File: src/rtl/mcoc_fetch_pkg.sv
// Shared types and constants for the mcoc_fetch32 instruction-fetch block.
package mcoc_fetch_pkg;

  typedef logic [15:0] halfword_t;

  // Read size select driven on fcmdl.
  localparam logic FC_16 = 1'b0;
  localparam logic FC_32 = 1'b1;

  // Instructions are halfword aligned, so redirect targets drop bit 0.
  localparam logic [15:0] REDIR_MASK = 16'hFFFE;

  localparam int DEPTH_DEFAULT = 4;

  function automatic int ptr_w(input int depth);
    return $clog2(depth);
  endfunction

endpackage

File: src/rtl/mcoc_fetch32_if.sv
// Fetch-bus and decoder-side signals of mcoc_fetch32, grouped for port binding.
interface mcoc_fetch32_if;
  import mcoc_fetch_pkg::*;

  logic [15:0] fadr;
  logic        fcmdl;
  logic        freq;
  logic [31:0] fdat;
  logic        redir;
  logic [15:0] radr;
  halfword_t   inst;
  logic [15:0] ipc;
  logic        ivld;
  logic        iack;

  // Decoder handshake: a halfword transfers in any cycle with ivld && iack
  // (and no redir). ivld never depends on iack; inst/ipc stay stable while
  // ivld && !iack, and iack is ignored whenever ivld is low.
  modport master (
    output fadr, fcmdl, freq, inst, ipc, ivld,
    input  fdat, redir, radr, iack
  );

  modport slave (
    input  fadr, fcmdl, freq, inst, ipc, ivld,
    output fdat, redir, radr, iack
  );

endinterface

File: src/rtl/mcoc_fetch_fifo.sv
// Halfword prefetch queue: push 0/1/2 halfwords (din0 first), pop one, sync flush.
module mcoc_fetch_fifo
  import mcoc_fetch_pkg::*;
#(
  parameter int DEPTH = DEPTH_DEFAULT,
  localparam int PW = ptr_w(DEPTH)
) (
  input  logic        clk,
  input  logic        rst,
  input  logic        flush,
  input  logic [1:0]  push_n,
  input  halfword_t   din0,
  input  halfword_t   din1,
  input  logic        pop,
  output halfword_t   head,
  output logic [PW:0] count
);

  localparam int CW = PW + 1;

  halfword_t       mem [DEPTH];
  logic [PW-1:0]   wr_ptr;
  logic [PW-1:0]   rd_ptr;

  always_ff @(posedge clk or posedge rst) begin
    if (rst) begin
      wr_ptr <= '0;
      rd_ptr <= '0;
      count  <= '0;
    end else if (flush) begin
      wr_ptr <= '0;
      rd_ptr <= '0;
      count  <= '0;
    end else begin
      wr_ptr <= wr_ptr + PW'(push_n);
      rd_ptr <= rd_ptr + PW'(pop);
      count  <= count + CW'(push_n) - CW'(pop);
    end
  end

  // Storage is not reset; only entries below count are ever read out.
  always_ff @(posedge clk) begin
    if (!flush) begin
      if (push_n != 2'd0) mem[wr_ptr] <= din0;
      if (push_n == 2'd2) mem[wr_ptr + PW'(1)] <= din1;
    end
  end

  assign head = mem[rd_ptr];

endmodule

File: src/rtl/mcoc_fetch32.sv
// Instruction-fetch initiator: credit-based issue, 1-cycle read pipeline, redirect flush.
// Optional macro MCOC_FETCH_BYPASS_EN presents a response straight from fdat when the queue is empty.
module mcoc_fetch32
  import mcoc_fetch_pkg::*;
#(
  parameter int          DEPTH   = DEPTH_DEFAULT,
  parameter logic [15:0] RST_VEC = 16'h0000
) (
  input  logic           clk,
  input  logic           rst,
  mcoc_fetch32_if.master bus
);

  localparam int PW = ptr_w(DEPTH);
  localparam int CW = PW + 1;
  localparam int FW = PW + 2;

  logic [15:0]   npc, ipc_q, fadr_q;
  logic          fcmdl_q, freq_q;
  logic          rsp_vld, rsp_32, rsp_stale;

  logic [CW-1:0] q_count;
  halfword_t     q_head;
  logic          q_empty;

  logic [15:0]   tgt, eff_npc;
  logic [FW-1:0] used, free;
  logic          iss_32, iss_16, issue;

  logic          rsp_ok;
  halfword_t     hw_a, hw_b, din0, inst_c;
  logic [1:0]    push_n;
  logic          ivld_c, pop_any, q_pop;
`ifdef MCOC_FETCH_BYPASS_EN
  logic          byp;
`endif

  assign q_empty = (q_count == '0);

  // Credit counts queued halfwords plus every live read in flight, so the
  // queue can never overflow. A redirect frees everything in the same cycle.
  always_comb begin
    tgt     = bus.radr & REDIR_MASK;
    eff_npc = bus.redir ? tgt : npc;
    used    = '0;
    if (!bus.redir) begin
      used = FW'(q_count);
      if (freq_q)                used = used + (fcmdl_q ? FW'(2) : FW'(1));
      if (rsp_vld && !rsp_stale) used = used + (rsp_32  ? FW'(2) : FW'(1));
    end
    free   = FW'(DEPTH) - used;
    iss_32 = !eff_npc[1] && (free >= FW'(2));
    iss_16 = eff_npc[1] ? (free >= FW'(1)) : (free == FW'(1));
    issue  = iss_32 || iss_16;
  end

  always_comb begin
    rsp_ok  = rsp_vld && !rsp_stale && !bus.redir;
    hw_a    = rsp_32 ? bus.fdat[31:16] : bus.fdat[15:0];
    hw_b    = bus.fdat[15:0];
    push_n  = rsp_ok ? (rsp_32 ? 2'd2 : 2'd1) : 2'd0;
    din0    = hw_a;
`ifdef MCOC_FETCH_BYPASS_EN
    byp     = rsp_ok && q_empty;
    ivld_c  = !q_empty || byp;
    inst_c  = !q_empty ? q_head : (byp ? hw_a : '0);
    pop_any = ivld_c && bus.iack && !bus.redir;
    q_pop   = pop_any && !q_empty;
    // A bypassed halfword taken this cycle never enters the queue.
    if (pop_any && byp) begin
      push_n = rsp_32 ? 2'd1 : 2'd0;
      din0   = hw_b;
    end
`else
    ivld_c  = !q_empty;
    inst_c  = ivld_c ? q_head : '0;
    pop_any = ivld_c && bus.iack && !bus.redir;
    q_pop   = pop_any;
`endif
  end

  always_ff @(posedge clk or posedge rst) begin
    if (rst) begin
      npc       <= RST_VEC;
      ipc_q     <= RST_VEC;
      fadr_q    <= RST_VEC;
      fcmdl_q   <= FC_16;
      freq_q    <= 1'b0;
      rsp_vld   <= 1'b0;
      rsp_32    <= 1'b0;
      rsp_stale <= 1'b0;
    end else begin
      freq_q    <= issue;
      rsp_vld   <= freq_q;
      rsp_32    <= fcmdl_q;
      // The read on the bus during a redirect returns next cycle as stale.
      rsp_stale <= bus.redir;
      if (issue) begin
        fadr_q  <= eff_npc;
        fcmdl_q <= iss_32 ? FC_32 : FC_16;
        npc     <= eff_npc + (iss_32 ? 16'd4 : 16'd2);
      end else begin
        npc     <= eff_npc;
      end
      if (bus.redir)    ipc_q <= tgt;
      else if (pop_any) ipc_q <= ipc_q + 16'd2;
    end
  end

  mcoc_fetch_fifo #(.DEPTH(DEPTH)) u_fifo (
    .clk    (clk),
    .rst    (rst),
    .flush  (bus.redir),
    .push_n (push_n),
    .din0   (din0),
    .din1   (hw_b),
    .pop    (q_pop),
    .head   (q_head),
    .count  (q_count)
  );

  assign bus.fadr  = fadr_q;
  assign bus.fcmdl = fcmdl_q;
  assign bus.freq  = freq_q;
  assign bus.inst  = inst_c;
  assign bus.ipc   = ipc_q;
  assign bus.ivld  = ivld_c;

endmodule

File: src/flat_wrapper.sv
// flat-port wrapper written by rule: the top's interface ports become plain ports
module mcoc_fetch32_flat import mcoc_fetch_pkg::*;
#(
  parameter int          DEPTH   = DEPTH_DEFAULT,
  parameter logic [15:0] RST_VEC = 16'h0000
)
  (clk, rst, bus_fadr, bus_fcmdl, bus_freq, bus_inst, bus_ipc, bus_ivld, bus_fdat, bus_redir, bus_radr, bus_iack);
  mcoc_fetch32_if bus_i ();
  input  logic clk;
  input  logic rst;
  output wire logic [$bits(bus_i.fadr)-1:0] bus_fadr;
  output wire logic [$bits(bus_i.fcmdl)-1:0] bus_fcmdl;
  output wire logic [$bits(bus_i.freq)-1:0] bus_freq;
  output wire logic [$bits(bus_i.inst)-1:0] bus_inst;
  output wire logic [$bits(bus_i.ipc)-1:0] bus_ipc;
  output wire logic [$bits(bus_i.ivld)-1:0] bus_ivld;
  input wire logic [$bits(bus_i.fdat)-1:0] bus_fdat;
  input wire logic [$bits(bus_i.redir)-1:0] bus_redir;
  input wire logic [$bits(bus_i.radr)-1:0] bus_radr;
  input wire logic [$bits(bus_i.iack)-1:0] bus_iack;
  assign bus_fadr = bus_i.fadr;
  assign bus_fcmdl = bus_i.fcmdl;
  assign bus_freq = bus_i.freq;
  assign bus_inst = bus_i.inst;
  assign bus_ipc = bus_i.ipc;
  assign bus_ivld = bus_i.ivld;
  assign bus_i.fdat = bus_fdat;
  assign bus_i.redir = bus_redir;
  assign bus_i.radr = bus_radr;
  assign bus_i.iack = bus_iack;
  mcoc_fetch32 #(.DEPTH(DEPTH), .RST_VEC(RST_VEC)) u_core (.clk(clk), .rst(rst), .bus(bus_i));
endmodule
File: config.mk
export PLATFORM = sky130hd
export DESIGN_NAME = mcoc_fetch32_flat
export DESIGN_NICKNAME = d
export VERILOG_FILES = /design/src/rtl/mcoc_fetch_pkg.sv /design/src/rtl/mcoc_fetch32_if.sv /design/src/rtl/mcoc_fetch_fifo.sv /design/src/rtl/mcoc_fetch32.sv /design/src/flat_wrapper.sv
export SDC_FILE = /design/constraint.sdc
export NUM_CORES = 1
export LEC_CHECK = 0
export BUFFER_PORTS_ARGS = -buffer_cell sky130_fd_sc_hd__buf_2
export CAP_MARGIN = 30
export CORE_MARGIN = 2
export CORE_UTILIZATION = 49
export DETAILED_ROUTE_END_ITERATION = 12
export PLACE_DENSITY_LB_ADDON = 0.3
export SYNTH_ARGS = -nofsm -noshare
export SYNTH_HDL_FRONTEND = slang
export SYNTH_HIERARCHICAL = 1
export SYNTH_SLANG_ARGS = --single-unit
File: constraint.sdc
create_clock -name clk -period 5.9 [get_ports clk]
set_clock_uncertainty 0.15 [all_clocks]
set_input_delay 0.885 -clock clk [delete_from_list [all_inputs] [get_ports clk]]
set_output_delay 0.885 -clock clk [all_outputs]
set_load 0.005 [all_outputs]
==> flow_metrics.tcl, run 1 <==
set metrics [dict create \
    cellPowerDensity_mw_per_mm2 447 \
    gp_congestion 0.783 \
    yosys.area_share.simple_pct 11.3 \
    place_area_mm2 0.00749 \
    routed_wl_mm 15.0 \
    setup_viol_count_final 0 \
    power_uw 3600 \
    max_freq_ghz 0.194 \
    ctsResizeCount 0 \
    max-cap-violations 0 \
    min_period_over_period_pct 87.3 \
    antenna_left 0 \
    syn-instance-count 547 \
    fp.dieH_um 122 \
    grt_pass1_vias 4840 \
    wl_per_cell_um 17.8 \
    clock-sinks 123 \
    synth-compound-area-share_pct 6.57 \
    endpoint_kind "flop" \
    clk_path_buf_depth 2 \
    utilization_pct 58.4 \
    syn_area_mm2 0.00684 \
    ctsHoldBuffers 0 \
    ios 103 \
    synth_fa_ha_area_share_pct 3.73 \
    peakVddDrop_mv 0.276 \
    cp-start-kind "flop" \
    n_antenna_cell 0 \
    r2r_end "u_core/npc[10]" \
    worstHoldPathType "in -> async" \
    dieWidth_um 122 \
    dieArea_mm2 0.0149 \
    htreeDepth 4 \
    r2r.worst_path.cells 20 \
    grt_pass1_wl_mm 24.3 \
    rsz0062_at_grt "no" \
    period_needed_ns 5.15 \
    fin_setup_tns_ns 0 \
    worstPathMaxFanout 7 \
    rrSetupSlack_ns 0.75 \
    syn_avg_cell_area_um2 12.5 \
    status "completed" \
    drt_iter0_markers 241 \
    dpl.hpwl_mm 10.0 \
    ys.flop_type "edfxtp_1" \
    synth_fp_nets 617 \
    final_max_slew_viol_count 0 \
    worst_slew_pin_slew_ns 0.956 \
    cts_buffers 17 \
    track_usage_pct 21.5 \
    core-area_mm2 0.0138 \
    cts_root_buffer "clkbuf_16" \
    drc_errors 0 \
    leakagePower_uw 0.00329 \
    ys_types 59 \
    clk_pin_slew_ns 0.06 \
    synth_seq_cells 123 \
    worst_ep_required_time_ns 6.02 \
    slew_headroom_pct 35.8 \
    final_area_mm2 0.00805 \
    overflow 0 \
    clk_latency_ns 0.42 \
    portBuffers 100 \
    finalHoldViolCount 0 \
    antenna_found_initial 0 \
    cp.arrival_ns 5.27 \
    synth-xor-area-share_pct 4.35 \
    synthMuxAreaShare_pct 20.5 \
    via_per_inst 5.51 \
    synth_warnings 6 \
    synth-seq-area-share_pct 49.7 \
    fin_nets 718 \
    cts_setup_buffers 0 \
    firstDrtPassIters 4 \
    r2r-start "u_core/bus.fcmdl" \
    via_count 4631 \
    layout-drive-gt1-share_pct 38.1 \
    synth_top_family_by_area "multiplexers" \
    postLayoutSetupSlackWorst_ns 0.750 \
    grt_start_max_net_pins 62 \
    worstSetupPathType "reg -> reg" \
    synthArstFlopShare_pct 48.0 \
    initial_utilization_pct 49.6 \
    placementRows 43 \
    post-place-ws_ns 0.753 \
    synthToLayoutAreaGrowth_pct 17.7 \
    cts_tree "built" \
    synth_edf_count 64 \
]
-- Yosys cell counts, types with 12 or more instances --
cell,number,area share (%)
mux4_2,16,5.3
nor2_1,33,1.8
dfrtp_1,59,22
edfxtp_1,64,28
inv_1,20,1.1
nand2_1,35,1.9
ha_1,14,2.6
xor2_1,17,2.2
xnor2_1,17,2.2
a21oi_1,22,1.6
clkbuf_1,12,0.66
and2_1,19,1.7
mux2_2,81,13
-- cells by family after synthesis --
| group | Yosys count |
|---|---|
| muxes | 110 |
| DFF | 123 |
| buffers and inverters | 51 |
| and+or+nand+nor | 143 |
| other | 1 |
| AOI/OAI and AO/OA | 67 |
| adders and majority gates | 18 |
| xor gates and xnor gates | 34 |
-- per-stage QoR --
step,instances,hold slack [ns]
5_1_grt,841,0.288
3_5_place_dp,809,0.321
2_1_floorplan,547,0.322
3_3_place_gp,809,0.314
4_1_cts,841,0.278
6_report,841,0.282
-- power by group --
part	internal, uW	switching (uW)
Clock	615	375
Combinational	654	756
Sequential	1100	104
-- cells in the final DEF (no fill, tap or decap), types with 4 or more instances in the layout --
cell / instances
buf_2: 100
nor2b_1: 10
a21oi_1: 20
nand3_1: 5
fa_1: 4
xnor2_1: 17
nand4_1: 6
inv_1: 19
nand2b_1: 5
clkbuf_16: 17
xor2_1: 17
o21ai_0: 10
nand2_1: 35
and2_1: 19
edfxtp_1: 64
buf_4: 11
mux2_2: 81
mux4_2: 16
ha_1: 14
and3_1: 8
o21ai_1: 10
mux2i_1: 11
dfrtp_1: 59
nor2_1: 33
-- per-layer routing --
layer / vias up / track usage, % / wire (um)
met5: - / 0 / 0
met4: 0 / 9.27 / 235
met3: 21 / 5.06 / 715
met2: 117 / 37.7 / 7640
met1: 2291 / 25.2 / 6420
li1: 2202 / - / -
-- worst max-delay path, stage by stage, from the launching register on --
cell	delay, ns
dfrtp_1	0.49
inv_1	0.08
ha_1	0.25
fa_1	0.44
mux2_2	0.31
inv_2	0.08
fa_1	0.44
a211oi_1	0.43
inv_1	0.09
ha_1	0.30
o311ai_1	0.44
a211oi_4	0.11
nor2_1	0.24
ha_1	0.20
a21oi_1	0.05
nor2_1	0.09
buf_4	0.16
nand3_1	0.10
a211oi_1	0.30
xnor2_1	0.16
o211ai_1	0.09
-- worst max-delay path by stage --
stage / start / to / slack [ns]
after floorplan: u_core/bus.fcmdl / u_core/npc[10] / 1.24
after global placement: u_core/bus.fcmdl / u_core/npc[10] / 0.95
after detailed placement: u_core/bus.fcmdl / u_core/npc[10] / 0.75
after CTS: u_core/bus.fcmdl / u_core/npc[10] / 0.74
after global routing: u_core/bus.fcmdl / u_core/npc[10] / 0.32
final: u_core/bus.fcmdl / u_core/npc[10] / 0.75
-- registers in the layout (all words and copies together), names as in the netlist --
| name | cells |
|---|---|
| u_core/bus.fadr | 16 |
| u_core/bus.fcmdl | 1 |
| u_core/bus.freq | 1 |
| u_core/bus.ipc | 15 |
| u_core/npc | 16 |
| u_core/rsp_32 | 1 |
| u_core/rsp_stale | 1 |
| u_core/rsp_vld | 1 |
| u_core/u_fifo/count | 3 |
| u_core/u_fifo/mem | 64 |
| u_core/u_fifo/rd_ptr | 2 |
| u_core/u_fifo/wr_ptr | 2 |
-- layout make-up --
cell class                 count  area, um^2
fill                        1163        5730
sequential                   123        3400
multi-input combinational    373        3200
timing repair buffer         111         583
clock buffer                  19         433
tap                          180         225
clock inverter                13         128
inverter                      22        82.6
No activity file was read; power rests on OpenSTA's default activity.
==> run 2: changes to the inputs <==
Settings changed: SYNTH_HIERARCHICAL 1 to not set.
==> run 2 against run 1 <==
Net effect:
- global-route usage shrank 1.2 points
- critical endpoint is now u_core.npc[14]
- final cell count is 3.4% lower
- critical path depth rose by 1
- clock power down 2%
- hold slack better by 0.066 ns
==> flow_metrics.tcl, run 2 <==
set metrics [dict create \
    syn_avg_cell_area_um2 12.5 \
    n_antenna_cell 0 \
    cp.arrival_ns 5.16 \
    worstHoldPathType "reg -> reg" \
    final-seq-area_mm2 0.00340 \
    max_freq_ghz 0.199 \
    place_inst 781 \
    p_sw_share_pct 32.8 \
    rsz0062_at_grt "no" \
    firstDrtPassIters 5 \
    final_max_slew_viol_count 0 \
    ctsHoldBuffers 0 \
    synth_most_common_cell "mux2_2" \
    grt_pass1_vias 4528 \
    placementRows 42 \
    final_cell_mix "buf_2, mux2_2, edfxtp_1" \
    peakVddDrop_mv 0.232 \
    crit_start "u_core.bus.fcmdl" \
    cts_tree "built" \
    period_needed_ns 5.03 \
    track_usage_pct 20.3 \
    antenna_left 0 \
    slew_headroom_pct 32.3 \
    fp.dieH_um 119 \
    clk_path_buf_depth 2 \
    status "completed" \
    fin_nets 694 \
    synth_warnings 0 \
    fin_setup_tns_ns 0 \
    htreeDepth 4 \
    clk_pin_slew_ns 0.05 \
    yosys.area.top_type "edfxtp_1" \
    final_area_mm2 0.00781 \
    multiInputGateArea_mm2 0.00294 \
    worstPathMaxFanout 7 \
    r2r_end "u_core.npc[14]" \
    syn_area_mm2 0.00652 \
    endpoint_kind "flop" \
    wl_per_cell_um 16.9 \
    drc_errors 0 \
    grt_start_max_net_pins 60 \
    largest_register_ffs 64 \
    core-area_mm2 0.0131 \
    grt_pass1_wl_mm 22.4 \
    routed_wl_mm 13.8 \
    nFillCells 1089 \
    synthToLayoutAreaGrowth_pct 19.8 \
    via_count 4380 \
    cp-endpoint "u_core.npc[14]" \
    dieArea_mm2 0.0143 \
    dpl.hpwl_mm 9.36 \
    initial_utilization_pct 49.7 \
    gp_congestion 0.806 \
    worst_slew_pin_slew_ns 1.02 \
    via_per_inst 5.39 \
    synth_edf_count 64 \
    max-cap-violations 0 \
    synth_fp_nets 590 \
    r2r.worst_path.cells 21 \
    clk_latency_ns 0.42 \
    cts_buffers 17 \
    cp-start-kind "flop" \
    min_period_over_period_pct 85.2 \
    portBuffers 100 \
    ys.flop_type "edfxtp_1" \
    cts_root_buffer "clkbuf_16" \
    cts_setup_buffers 0 \
    pwr-share-clk_pct 28.5 \
    netlist.area_leader.share_pct 29.5 \
    p_int_uw 2290 \
    finalHoldViolCount 0 \
    p_switching_uw 1120 \
    synth_seq_cells 123 \
    worstSetupPathType "reg -> reg" \
    leakagePower_uw 0.00327 \
    worst_ep_required_time_ns 6.03 \
    ys_types 52 \
    seqPwrFrac_pct 35.2 \
    setup_viol_count_final 0 \
    ios 103 \
    final_common_cell "buf_2" \
    clock-sinks 123 \
    place_area_mm2 0.00725 \
    yosys-top-cells-count "mux2_2, edfxtp_1, dfrtp_1, nand2_1, nor2_1" \
    ctsResizeCount 0 \
    drt_iter0_markers 298 \
    rrSetupSlack_ns 0.87 \
    dieWidth_um 119 \
    stdcell_count 812 \
    synthArstFlopShare_pct 48.0 \
    share_comb_of_total_power_pct 36.3 \
    overflow 0 \
    layout-drive-gt1-share_pct 36.6 \
    netlist_top_cells_area "edfxtp_1, dfrtp_1, mux2_2, mux4_2, xor2_1" \
    synth-seq-area-share_pct 52.1 \
    r2r-start "u_core.bus.fcmdl" \
    antenna_found_initial 0 \
    syn-instance-count 520 \
    cellPowerDensity_mw_per_mm2 437 \
    regMostFlops "u_core.u_fifo.mem" \
]
run 2: cell types whose count changed in the layout (fill, tap and decap cells not counted), moves of 3 or more:
cell | before | now
mux2_2 | 81 | 69
o21ai_0 | 10 | 20
o21ai_1 | 10 | 0
xnor2_1 | 17 | 8
a21oi_1 | 20 | 14
nand4_1 | 6 | 12
and3_1 | 8 | 3
xor2_1 | 17 | 22
nand3_1 | 5 | 9
and2_1 | 19 | 16
clkbuf_8 | 0 | 3
clkinv_1 | 3 | 0
clkinv_4 | 3 | 0
nor3_1 | 3 | 6
run 2: layer usage:
| metal | GRT usage (%) | vias up | part of all wire [%] | wire length, um |
|---|---|---|---|---|
| li1 | - | 2108 | - | - |
| met1 | 24.9 | 2142 | 43 | 5870 |
| met2 | 34.9 | 113 | 51 | 6960 |
| met3 | 5.27 | 17 | 5.1 | 704 |
| met4 | 7.35 | 0 | 1.6 | 216 |
| met5 | 0 | - | 0 | 0 |
run 2: layout make-up:
cell class	instances	area share [%]
Clock buffer	26	6.81
Sequential cell	123	43.5
Clock inverter	5	0.384
Tap cell	176	2.82
Inverter	22	1.06
Timing Repair Buffer	111	7.82
Multi-Input combinational cell	349	37.6
run 2: cell families after synthesis:
logic type	share of synthesized area, %
AOI/OAI and AO/OA	6.18
xor gates and xnor gates	4.39
adders and majority gates	3.91
buffers and inverters	3.22
DFF	52.1
muxes	19.7
other	0.0575
and+or+nand+nor	10.5
run 2: critical path, stage by stage (launching register included):
cell and delay (ns):
dfrtp_1 0.43, inv_1 0.10, ha_1 0.25, fa_1 0.49, nand2_1 0.04, o21ai_0 0.15, inv_1 0.14, fa_1 0.49
a211oi_1 0.45, inv_1 0.09, ha_1 0.22, nand2b_1 0.09, nor3_1 0.05, mux2_4 0.31, o21bai_1 0.24, nand2_1 0.11
inv_1 0.11, ha_1 0.15, a21o_1 0.24, nor2b_1 0.24, nand4_1 0.14, xor2_1 0.21
run 2: worst min path at each step:
stage,from,endpoint,depth (start not counted)
2_1_floorplan,u_core.npc[0],u_core.npc[0],1
4_1_cts,u_core.bus.fcmdl,u_core.rsp_32,0
3_3_place_gp,u_core.bus.fcmdl,u_core.rsp_32,0
5_1_grt,u_core.bus.fadr[1],u_core.bus.fadr[1],1
3_5_place_dp,u_core.bus.fcmdl,u_core.rsp_32,0
6_report,u_core.bus.fcmdl,u_core.rsp_32,0
run 2: power by group through the flow:
stage / Combinational (uW) / Sequential, uW / Clock, uW
2_1_floorplan: 910 / 1190 / 0
3_3_place_gp: 1180 / 1220 / 0
3_5_place_dp: 1240 / 1220 / 0
4_1_cts: 1260 / 1200 / 991
5_1_grt: 1390 / 1220 / 1020
6_report: 1240 / 1200 / 973
run 2: per-stage QoR:
stage / power (uW) / utilization [%] / setup slack, ns / hold WS [ns]
2_1_floorplan: 2100 / - / 1.37 / 0.319
3_3_place_gp: 2400 / 54.9 / 1.04 / 0.316
3_5_place_dp: 2460 / 55.2 / 0.918 / 0.330
4_1_cts: 3450 / 59.5 / 0.851 / 0.358
5_1_grt: 3640 / 59.5 / 0.385 / 0.380
6_report: 3420 / 59.5 / 0.873 / 0.348
==> run 3: changes to the inputs <==
Settings changed: CAP_MARGIN 30 to 15, PLACE_DENSITY_LB_ADDON 0.3 to 0.2.
Clock period 5.9 ns to 5.2 ns, I/O delays scaled along.
==> run 3 against run 2 <==
Net effect:
- critical path type unchanged
- fmax is 3.8% higher
- first-iteration DRC count is 21% lower
- total power is 15% higher
- sequential share of layout area decreased by 0.081 points
- highest routed layer unchanged
- final cell count down 0.12%
- sequential cell count stayed put
- global-route usage increased by 0.64 points
- via count is 1.4% higher
==> flow_metrics.tcl, run 3 (same netlist as run 2, synthesis figures left out) <==
set metrics [dict create \
    peakVddDrop_mv 0.285 \
    leakagePower_uw 0.00326 \
    fin_setup_tns_ns 0 \
    layout-drive-gt1-share_pct 37.2 \
    antenna_found_initial 0 \
    ios 103 \
    track_usage_pct 21.0 \
    firstDrtPassIters 4 \
    core-area_mm2 0.0131 \
    fp.dieH_um 119 \
    worst_ep_required_time_ns 5.36 \
    endpoint_kind "flop" \
    portBuffers 100 \
    use_met2_pct 35.1 \
    worstHoldPathType "reg -> reg" \
    clk_pin_slew_ns 0.05 \
    fin_nets 693 \
    clock-sinks 123 \
    setup_viol_count_final 0 \
    regMostFlops "u_core.u_fifo.mem" \
    utilization_pct 59.6 \
    clk_latency_ns 0.42 \
    cts_buffers 17 \
    finalHoldViolCount 0 \
    dieWidth_um 119 \
    dieArea_mm2 0.0143 \
    use_met3_pct 5.41 \
    final_max_slew_viol_count 0 \
    via_per_inst 5.48 \
    r2r.worst_path.cells 20 \
    cts_setup_buffers 0 \
    slew_headroom_pct 29.4 \
    period_needed_ns 4.84 \
    worst_slew_pin_slew_ns 1.06 \
    worstPathMaxFanout 7 \
    largest_register_ffs 64 \
    max_freq_ghz 0.206 \
    wl_per_cell_um 17.4 \
    nFillCells 1107 \
    final_common_cell "buf_2" \
    htreeDepth 4 \
    antenna_left 0 \
    dpl.hpwl_mm 9.33 \
    max-cap-violations 0 \
    rsz0062_at_grt "no" \
    overflow 0 \
    min_path_cells 0 \
    cp-start-kind "flop" \
    drt_iter0_markers 236 \
    cp.arrival_ns 5.00 \
    cts_root_buffer "clkbuf_16" \
    synthToLayoutAreaGrowth_pct 20.0 \
    via_count 4442 \
    final_cell_mix "buf_2, mux2_2, edfxtp_1" \
    placementRows 42 \
    initial_utilization_pct 49.7 \
    gp_congestion 0.821 \
    cellPowerDensity_mw_per_mm2 504 \
    worstSetupPathType "reg -> reg" \
    busiest_layer "met2" \
    rrSetupSlack_ns 0.36 \
    use_met1_pct 26.4 \
    clk_path_buf_depth 2 \
    n_antenna_cell 0 \
    cts_tree "built" \
    routed_wl_mm 14.1 \
    min_period_over_period_pct 93.2 \
    grt_start_max_net_pins 60 \
    grt_pass1_vias 4472 \
    drc_errors 0 \
    grt_pass1_wl_mm 23.1 \
    status "completed" \
]
-- run 3: area by class of cell --
cell class                 instances  area, um^2  area share, %
multi-input combinational        349        2970           37.9
clock inverter                     4        25.0          0.320
tap                              176         220           2.81
timing repair buffer             110         576           7.35
inverter                          22        82.6           1.05
clock buffer                      27         557           7.11
sequential                       123        3400           43.4
-- run 3: final timing paths --
check,start,to
max,u_core.bus.fcmdl,u_core.npc[6]
min,u_core.bus.fcmdl,u_core.rsp_32
max reg2reg,u_core.bus.fcmdl,u_core.npc[6]
min reg2reg,u_core.bus.fcmdl,u_core.rsp_32
max in group asynchronous,rst,u_core.bus.fcmdl
min in group asynchronous,rst,u_core.bus.fadr[1]
-- run 3: metrics by stage --
| step | power [uW] | hold slack [ns] | instances | cell area (um^2) | worst slack (ns) |
|---|---|---|---|---|---|
| after floorplan | 2380 | 0.319 | 520 | 6520 | 0.675 |
| after global placement | 2730 | 0.317 | 780 | 7220 | 0.334 |
| after detailed placement | 2780 | 0.323 | 780 | 7220 | 0.185 |
| after CTS | 3940 | 0.336 | 811 | 7810 | 0.154 |
| after global routing | 4190 | 0.327 | 811 | 7830 | 0.00550 |
| final | 3940 | 0.299 | 811 | 7830 | 0.355 |
-- run 3: report_power, final --
part / switching [uW] / internal [uW] / total [uW] / leakage, uW
registers: 123 / 1240 / 1370 / 0.00129
clock network: 412 / 728 / 1140 / 0.000281
logic: 770 / 668 / 1440 / 0.00169
total: 1300 / 2640 / 3940 / 0.00326
-- run 3: layer usage --
layer,wire length [um],up-vias,share of wire (%)
met5,0,-,0
met4,227,0,1.6
met3,815,22,5.8
met2,6980,131,50
met1,6070,2183,43
li1,-,2106,-
-- run 3: worst max-delay path: stages, from the launching register on --
cell and delay, ns:
dfrtp_2 0.40, inv_1 0.08, ha_1 0.24, fa_1 0.48, nand2_1 0.04, o21ai_0 0.16
inv_1 0.15, fa_1 0.54, a211oi_4 0.30, inv_1 0.08, ha_1 0.22, nand2b_1 0.09
nor3_1 0.06, mux2_4 0.32, o21bai_1 0.23, nand2_1 0.10, inv_1 0.11, ha_1 0.26
a21o_4 0.24, a41o_1 0.24, a32o_1 0.24
-- run 3: timing repair --
action,4_1_cts,5_1_grt
gates resized for setup,0,5
hold buffers,0,0
setup endpoints to repair,0,10
